<file path="src/rtl/sprite_move_grid.sv">
// sprite_move_grid: grid-locked four-direction motion controller for maze sprites.
// Direction requests wait until the sprite can legally turn. A wall hit on the
// heading side stops the sprite and snaps it back onto the tile grid.
// Optional feature: define SPRITE_WRAP_EN for a horizontal wrap-around tunnel.
// Without it, X clamps to the visible area.
module sprite_move_grid #(
    parameter int INITIAL_X = 288,
    parameter int INITIAL_Y = 224,
    parameter int OBJECT_W  = 16,
    parameter int OBJECT_H  = 16,
    parameter int TILE      = 16,
    parameter int FRAC_BITS = 6,
    parameter int SPEED     = 64,
    parameter int SCREEN_W  = 640,
    parameter int SCREEN_H  = 480
) (
    input  logic               clk,
    input  logic               resetN,
    input  logic               startOfFrame,
    input  logic [3:0]         dir_req,
    input  logic               freeze,
    input  logic               collision,
    input  logic [2:0]         HitEdgeCode,
    output logic signed [10:0] topLeftX,
    output logic signed [10:0] topLeftY,
    output logic [1:0]         dir_out,
    output logic               moving
);
    localparam int unsigned POS_W = 32;
    localparam int unsigned PIX_W = 11;

    localparam logic signed [POS_W-1:0] TILE_FX   = POS_W'(TILE) <<< FRAC_BITS;
    localparam logic signed [POS_W-1:0] TILE_LSB  = TILE_FX - POS_W'(1);
    localparam logic signed [POS_W-1:0] SPEED_FX  = POS_W'(SPEED);
    localparam logic signed [POS_W-1:0] X_MAX_PIX = POS_W'(SCREEN_W - OBJECT_W);
    localparam logic signed [POS_W-1:0] Y_MAX_PIX = POS_W'(SCREEN_H - OBJECT_H);
    localparam logic signed [POS_W-1:0] X_MAX_FX  = X_MAX_PIX <<< FRAC_BITS;
    localparam logic signed [POS_W-1:0] Y_MAX_FX  = Y_MAX_PIX <<< FRAC_BITS;
`ifdef SPRITE_WRAP_EN
    localparam logic signed [POS_W-1:0] X_WRAP_LO = -POS_W'(OBJECT_W);
    localparam logic signed [POS_W-1:0] X_WRAP_HI = POS_W'(SCREEN_W);
    localparam logic signed [POS_W-1:0] WRAP_SPAN = POS_W'(SCREEN_W + OBJECT_W) <<< FRAC_BITS;
`endif

    localparam logic [1:0] DIR_UP    = 2'd0;
    localparam logic [1:0] DIR_RIGHT = 2'd1;
    localparam logic [1:0] DIR_DOWN  = 2'd2;
    localparam logic [1:0] DIR_LEFT  = 2'd3;

    typedef enum logic [2:0] {MOVE, SOF_ST, TURN_ST, STEP_ST, LIMIT_ST} state_t;

    state_t                 state_q;
    logic signed [POS_W-1:0] x_q, y_q;
    logic [1:0]             dir_q;
    logic                   moving_q;
    logic                   pend_vld_q;
    logic [1:0]             pend_dir_q;
    logic [4:0]             hit_q;

    logic [1:0]             req_dir;
    logic                   aligned;
    logic                   turn_ok;
    logic signed [POS_W-1:0] x_pix, y_pix, x_lim, y_lim;
    logic                   lim_stop;

    // A side flag blocks the direction facing it; the corner flag never blocks.
    function automatic logic is_blocked(input logic [1:0] d, input logic [4:0] h);
        case (d)
            DIR_UP:    is_blocked = h[3];
            DIR_RIGHT: is_blocked = h[2];
            DIR_DOWN:  is_blocked = h[0];
            default:   is_blocked = h[1];
        endcase
    endfunction

    // Priority-encode the request and decide whether the pending turn may apply.
    always_comb begin
        req_dir = DIR_RIGHT;
        if (dir_req[3])      req_dir = DIR_UP;
        else if (dir_req[2]) req_dir = DIR_DOWN;
        else if (dir_req[1]) req_dir = DIR_LEFT;
        aligned = ((x_q & TILE_LSB) == '0) && ((y_q & TILE_LSB) == '0);
        turn_ok = pend_vld_q && !is_blocked(pend_dir_q, hit_q) &&
                  ((pend_dir_q == (dir_q ^ 2'd2)) || aligned || !moving_q);
    end

    // Screen limits: Y always clamps, X clamps or wraps.
    always_comb begin
        x_pix    = x_q >>> FRAC_BITS;
        y_pix    = y_q >>> FRAC_BITS;
        x_lim    = x_q;
        y_lim    = y_q;
        lim_stop = 1'b0;
        if (y_pix < 0) begin
            y_lim    = '0;
            lim_stop = 1'b1;
        end else if (y_pix > Y_MAX_PIX) begin
            y_lim    = Y_MAX_FX;
            lim_stop = 1'b1;
        end
`ifdef SPRITE_WRAP_EN
        if (x_pix < X_WRAP_LO)       x_lim = x_q + WRAP_SPAN;
        else if (x_pix >= X_WRAP_HI) x_lim = x_q - WRAP_SPAN;
`else
        if (x_pix < 0) begin
            x_lim    = '0;
            lim_stop = 1'b1;
        end else if (x_pix > X_MAX_PIX) begin
            x_lim    = X_MAX_FX;
            lim_stop = 1'b1;
        end
`endif
    end

    // Per-frame sequencer; published outputs only update on leaving LIMIT_ST.
    always_ff @(posedge clk or negedge resetN) begin
        if (!resetN) begin
            state_q    <= MOVE;
            x_q        <= POS_W'(INITIAL_X) <<< FRAC_BITS;
            y_q        <= POS_W'(INITIAL_Y) <<< FRAC_BITS;
            dir_q      <= DIR_LEFT;
            moving_q   <= 1'b0;
            pend_vld_q <= 1'b0;
            pend_dir_q <= DIR_UP;
            hit_q      <= '0;
            topLeftX   <= PIX_W'(INITIAL_X);
            topLeftY   <= PIX_W'(INITIAL_Y);
            dir_out    <= DIR_LEFT;
            moving     <= 1'b0;
        end else begin
            case (state_q)
                MOVE: begin
                    if (dir_req != 4'd0) begin
                        pend_vld_q <= 1'b1;
                        pend_dir_q <= req_dir;
                    end
                    if (collision && (HitEdgeCode <= 3'd4)) hit_q[HitEdgeCode] <= 1'b1;
                    if (startOfFrame) state_q <= SOF_ST;
                end
                SOF_ST: begin
                    if (is_blocked(dir_q, hit_q)) begin
                        moving_q <= 1'b0;
                        case (dir_q)
                            DIR_UP:    y_q <= (y_q + TILE_LSB) & ~TILE_LSB;
                            DIR_RIGHT: x_q <= x_q & ~TILE_LSB;
                            DIR_DOWN:  y_q <= y_q & ~TILE_LSB;
                            default:   x_q <= (x_q + TILE_LSB) & ~TILE_LSB;
                        endcase
                    end
                    state_q <= TURN_ST;
                end
                TURN_ST: begin
                    if (turn_ok) begin
                        dir_q      <= pend_dir_q;
                        pend_vld_q <= 1'b0;
                        moving_q   <= 1'b1;
                    end
                    state_q <= STEP_ST;
                end
                STEP_ST: begin
                    if (moving_q && !freeze) begin
                        case (dir_q)
                            DIR_UP:    y_q <= y_q - SPEED_FX;
                            DIR_RIGHT: x_q <= x_q + SPEED_FX;
                            DIR_DOWN:  y_q <= y_q + SPEED_FX;
                            default:   x_q <= x_q - SPEED_FX;
                        endcase
                    end
                    hit_q   <= '0;
                    state_q <= LIMIT_ST;
                end
                LIMIT_ST: begin
                    x_q      <= x_lim;
                    y_q      <= y_lim;
                    if (lim_stop) moving_q <= 1'b0;
                    topLeftX <= PIX_W'(x_lim >>> FRAC_BITS);
                    topLeftY <= PIX_W'(y_lim >>> FRAC_BITS);
                    dir_out  <= dir_q;
                    moving   <= moving_q & ~lim_stop;
                    state_q  <= MOVE;
                end
                default: state_q <= MOVE;
            endcase
        end
    end
endmodule

</file>
<file path="config.mk">
export PLATFORM = sky130hd
export DESIGN_NAME = sprite_move_grid
export DESIGN_NICKNAME = d
export VERILOG_FILES = /design/src/rtl/sprite_move_grid.sv
export SDC_FILE = /design/constraint.sdc
export NUM_CORES = 1
export LEC_CHECK = 0
export ABC_AREA = 1
export CAP_MARGIN = 30
export CORE_MARGIN = 4
export CORE_UTILIZATION = 37
export CTS_CLUSTER_DIAMETER = 200
export DETAILED_ROUTE_END_ITERATION = 10
export GPL_TIMING_DRIVEN = 0
export SLEW_MARGIN = 20
export SYNTH_ARGS = -nofsm -noshare
export SYNTH_HDL_FRONTEND = slang
export SYNTH_SLANG_ARGS = --single-unit
</file>
<file path="constraint.sdc">
create_clock -name clk -period 5.2 [get_ports clk]
set_input_delay 0.78 -clock clk [delete_from_list [all_inputs] [get_ports clk]]
set_output_delay 0.78 -clock clk [all_outputs]
set_load 0.02 [all_outputs]
</file>
Word level (Yosys, flattened, before mapping)
Index checks and enable logic that the tools add are counted.
- flip-flop bits (word level): 103
- bits in latches: 0
- memory bits (writable): 0
- ROM bits: 0
- output and inout bits: 25
- memories: 0
- $add $sub $neg: 6
- multiply operators: 0
- div/mod/pow operators: 0
- order comparisons: 7
- eq/ne operators: 25
- shift operators: 0
- multiplexer cells: 37
- bitwise gates (word level): 4
- reductions and logical operators: 35
- operator list (operator ; count):
    2-to-1 mux 32 bit ; 8
    one-hot mux 32 bit (2 select lines) ; 4
    one-hot mux 32 bit (3 select lines) ; 2
    adder 32 x 11 -> 32 bit (second input constant) ; 2
    adder 32 x 8 -> 32 bit (second input constant) ; 2
    zero test 32 bit ; 2
    subtractor 32 x 8 -> 32 bit (second input constant) ; 2
    less-than comparator 26 x 1 -> 1 bit (second input constant) ; 2
    greater-than comparator 26 x 10 -> 1 bit (second input constant) ; 1
    greater-than comparator 26 x 11 -> 1 bit (second input constant) ; 1
    inequality test 2 bit (second input constant) ; 12
    AND reduction 6 bit ; 4
    AND reduction 7 bit ; 2
    inequality test 3 bit (second input constant) ; 4
    one-hot mux 3 bit (4 select lines) ; 1
    2-to-1 mux 1 bit ; 11
    one-hot mux 5 bit (2 select lines) ; 1
    AND reduction 5 bit ; 2
    one-hot mux 1 bit (3 select lines) ; 3
    == test 3 x 2 -> 1 bit (second input constant) ; 2
    logical AND 1 bit ; 6
    2-to-1 mux 2 bit ; 3
    AND reduction 2 bit ; 3
    nonzero test 3 bit ; 2
    other kinds (24) ; 32

Depth between registers and ports, before layout
- word-level depth: 7
- gate-level depth with buffers: 17
- depth with buffers taken out: 17

Least setup slack after synthesis
OpenSTA, ideal clock, no wires.
- path type: reg-to-reg
- start: register dir_q[0]
- end: register x_q[14]
- library setup time: 0.081 ns
- arrival: 2.428 ns
- path slack: 2.691 ns
- cell stages (with the launch flop): 14
- period minus slack after synthesis: 2.509 ns
- cells stage by stage: dfstp_2 -> inv_2 -> nor2_4 -> inv_1 -> ha_1 -> nand2_1 -> nand3_1 -> nand2_1 -> nand2_1 -> or2_2 -> nand3_1 -> nand2_1 -> o21ai_0 -> nand2_1
- cells in the longest elaborated chain, start to end: 5
- ends and longest elaborated chain (element ; RTL line ; text):
    from (decl) ; 54 ; logic [1:0] dir_q;
    from (signal assigned) ; 154 ; dir_q <= pend_dir_q;
    == test 2 bit (tied with other cells) ; 68, 143, 162 ;
    one-hot mux 1 bit (3 select lines) or OR reduction 2 bit (tied branches) ; -- ;
    2-to-1 mux 1 bit or one-hot mux 32 bit (2 select lines) (tied branches) ; 131, 162 ;
    inequality test 2 bit (no line) or 2-to-1 mux 32 bit (tied branches) ; -- ;
    AND reduction 6 bit (no line) or one-hot mux 32 bit (3 select lines) (tied branches) ; -- ;
    to (signal assigned) ; 145 ; DIR_RIGHT: x_q <= x_q & ~TILE_LSB;
    to (signal assigned) ; 147 ; default: x_q <= (x_q + TILE_LSB) & ~TILE_LSB;
    to (signal assigned) ; 164 ; DIR_RIGHT: x_q <= x_q + SPEED_FX;
    to (decl) ; 53 ; logic signed [POS_W-1:0] x_q, y_q;
Parallel ways exist; a longest one is shown, timed or not. The select of a mux whose other input is x is not followed.
A chain may end at the register's enable or synchronous reset.

Worst setup path in the final report
Same ends and word-level chain as after synthesis.

==> impl_metrics.ini <==
[placed_design]
dpl.cell_count = 1960
place_congestion = 0.9908
io_buffer_count = 36
dp_hpwl_um = 23510

[routing]
drt_wl_total_um = 29670
top_layer = met4
dr_wl_met2_um = 12990
dr_total_vias = 10050
vias_per_cell = 5.086
first_pass_iters = 5
drt-met1-wl_um = 14150
dr_wl_met3_um = 2040
ant_nets = 0
wl_per_cell_um = 15.02
drc = 0
drt-initial-drc-count = 912

[die]
die_w_um = 166.9
rows = 57
dieArea_mm2 = 0.02787
io_pins = 37
start_util_pct = 37.99
core_mm2 = 0.02460
fp.dieH_um = 166.9

[yosys]
syn_avg_cell_area_um2 = 5.846
synthAdderAreaFrac_pct = 6.853
synth_nets = 1661
ys.warnings.count = 0
synth_top_family_by_area = simple AND/OR/NAND/NOR gates
syn_area_mm2 = 0.009348
synth_edf_count = 0
synth_top_area_share_pct = 23.77
ys.flop_type = dfrtp_1
synth_area_leaders = nand2_1 24%, dfrtp_1 20%, inv_1 9.4%
async_reset_ff_share_pct = 100.0
synthCells = 1599
ys_ff_latch = 90
yosys-mux-area-fraction_pct = 0
synth_compound_area_share_pct = 10.09
ys_seq_area_share_pct = 24.28
synth_largest_area_cell = nand2_1
synth-xor-area-share_pct = 0.8433
synth.distinct_cells = 50
yosys.area_share.simple_pct = 46.13

[sta]
max_freq_ghz = 0.3110
fin_skew_ns = 0.01293
worst_slew_pin_slew_ns = 0.8800
slew_violations = 0
post-route-period-util_pct = 61.83
period_needed_ns = 3.215
relSlewSlack_pct = 41.27
setup_viol = 0
rsz0062_at_grt = no
finalHoldViolCount = 0

[clocking]
cts_buffers = 9
cts_max_path_buffers = 2
h-tree-depth = 3
clockRootBuffer = clkbuf_16
clock_latency_ns = 0.36
cts_sinks = 90
cts_tree = yes
post_cts_resized = 0
holdBufCountCts = 0
clk_pin_slew_ns = 0.07
cts_setup_buffers = 0

[global_route]
grt_usage_pct = 21.07
grt_max_degree = 65
antenna_found_initial = 1
grt_pass1_vias = 9158
grt_pass1_wl_um = 48270
gr-total-overflow = 0

[setup_path]
critPathLaunchType = flip-flop
critical_path_class = reg2reg
cp.arrival_ns = 3.51
endpoint_kind = flip-flop
cp.required_ns = 5.49
critPathMaxFanout = 24

[layout]
fillers = 2720
utilization_pct = 42.35
drive_gt1_share_pct = 6.174
regArea_mm2 = 0.002270
antenna_cells = 0
area_growth_pct = 11.47
multi_input_area_mm2 = 0.005974
fin_nets = 1709
final_cells = 1976

[power_and_ir_drop]
p_leak_nw = 5.389
power_density_mw_per_mm2 = 718.2
ir_drop_mv = 0.2970

[run]
max_cap_viol_count = 0

[outcome]
outcome = finished clean

[hold_path]
hold_path_class = in2async
==> routing by layer <==
layer / vias up / global-route usage (%)
met1: 4538 / 31.19
met5: - / 0
li1: 5159 / -
met4: 0 / 4.838
met2: 319 / 32.67
met3: 33 / 2.773
==> cell families (layout without fill, tap and decap cells) <==
logic type | after synthesis | in the layout
fa+ha+maj | 50 | 50
buf+inv | 267 | 320
flops | 90 | 90
xor+xnor | 9 | 9
simple gates | 1011 | 1011
compound gates | 172 | 172
==> worst max-delay path, stage by stage, from the launching register on <==
cell     delay (ns)
dfstp_2        0.56
inv_2          0.12
nor2_4         0.20
inv_1          0.43
ha_1           0.54
nand2_1        0.12
nand3_1        0.22
nand2_1        0.12
nand2_1        0.18
or2_2          0.33
nand3_1        0.07
nand2_1        0.05
o21ai_0        0.15
nand2_1        0.07
==> where the power goes <==
group | total, mW | leakage [nW] | internal (mW) | switching [mW]
logic | 5.49 | 4.16 | 1.83 | 3.65
registers | 1.36 | 1.10 | 1.00 | 0.361
clock network | 0.634 | 0.126 | 0.329 | 0.305
total | 7.48 | 5.39 | 3.16 | 4.32
==> cells in the mapped netlist (4+ instances only) <==
master and count:
o21ai_0 65, dfrtp_1 76, inv_1 235, clkbuf_1 5, nand3_1 135, nand3b_1 10
a21oi_1 82, nand2_1 592, nor3_1 17, nor2_2 9, and2_1 5, nor2_1 179
dfstp_2 14, buf_4 4, xnor2_1 4, nand2_2 5, xor2_1 5, nand4_1 36
buf_6 4, or2_2 4, inv_2 12, a21oi_2 7, ha_1 48, nand2_4 5
==> sequential cells by signal, summed over array words and instances (netlist names) <==
| register | flops |
|---|---|
| topLeftY | 11 |
| moving_q | 1 |
| pend_vld_q | 1 |
| dir_q | 2 |
| dir_out | 2 |
| pend_dir_q | 2 |
| state_q | 3 |
| topLeftX | 11 |
| x_q | 26 |
| hit_q | 4 |
| y_q | 26 |
| moving | 1 |
==> area by class of cell <==
cell class	instances	area share (%)
plain buffers	18	1.549
clock buffers	10	2.197
clock inverters	6	0.4683
inverters	249	9.042
multi-input cells	1242	57.34
flip-flops and latches	90	21.78
well taps	324	3.890
repair buffers	37	3.734
==> final timing paths <==
path,to,cells after the start,startpoint,slack [ns]
setup / recovery,x_q[14],13,dir_q[0],1.98
hold / removal,topLeftX[1],1,resetN,0.28
setup reg to reg,x_q[14],13,dir_q[0],1.98
hold reg to reg,topLeftY[6],2,topLeftY[6],0.47
max in group asynchronous,topLeftY[6],2,resetN,4.24
min in group clk,topLeftY[6],2,topLeftY[6],0.47
==> cells in the final DEF (no fill, tap or decap), types with 3 or more instances in the layout <==
cell	instances
xnor2_1	4
dfstp_2	14
a21oi_1	82
o22ai_1	3
nor3_1	17
nor2_2	9
clkbuf_1	6
nor2_4	3
o21ai_0	65
ha_1	48
and2_1	5
o21ai_2	3
o21bai_1	3
clkbuf_16	9
buf_4	4
a22oi_1	3
a21oi_2	7
nor2_1	179
xor2_1	5
clkinvlp_4	3
nand2_2	5
clkdlybuf4s50_1	35
inv_2	12
nand2_1	592
or2_2	4
nand3_1	135
inv_1	235
nand3b_1	10
nand2_4	5
dfrtp_1	76
inv_6	3
buf_6	5
nand4_1	36
==> per-stage QoR <==
step           power (mW)  hold slack, ns  cell area, um^2  TNS [ns]  setup slack [ns]
3_5_place_dp        6.790          0.4629            10140         0             2.042
5_1_grt             8.309          0.2975            10420         0             1.704
6_report            7.484          0.2844            10420         0             1.985
2_1_floorplan       5.334          0.4559             9348         0             2.691
3_3_place_gp        6.725          0.4613            10110    -21.34           -0.2923
4_1_cts             7.465          0.2899            10420         0             2.028
Power figures use the tool's default switching activity.
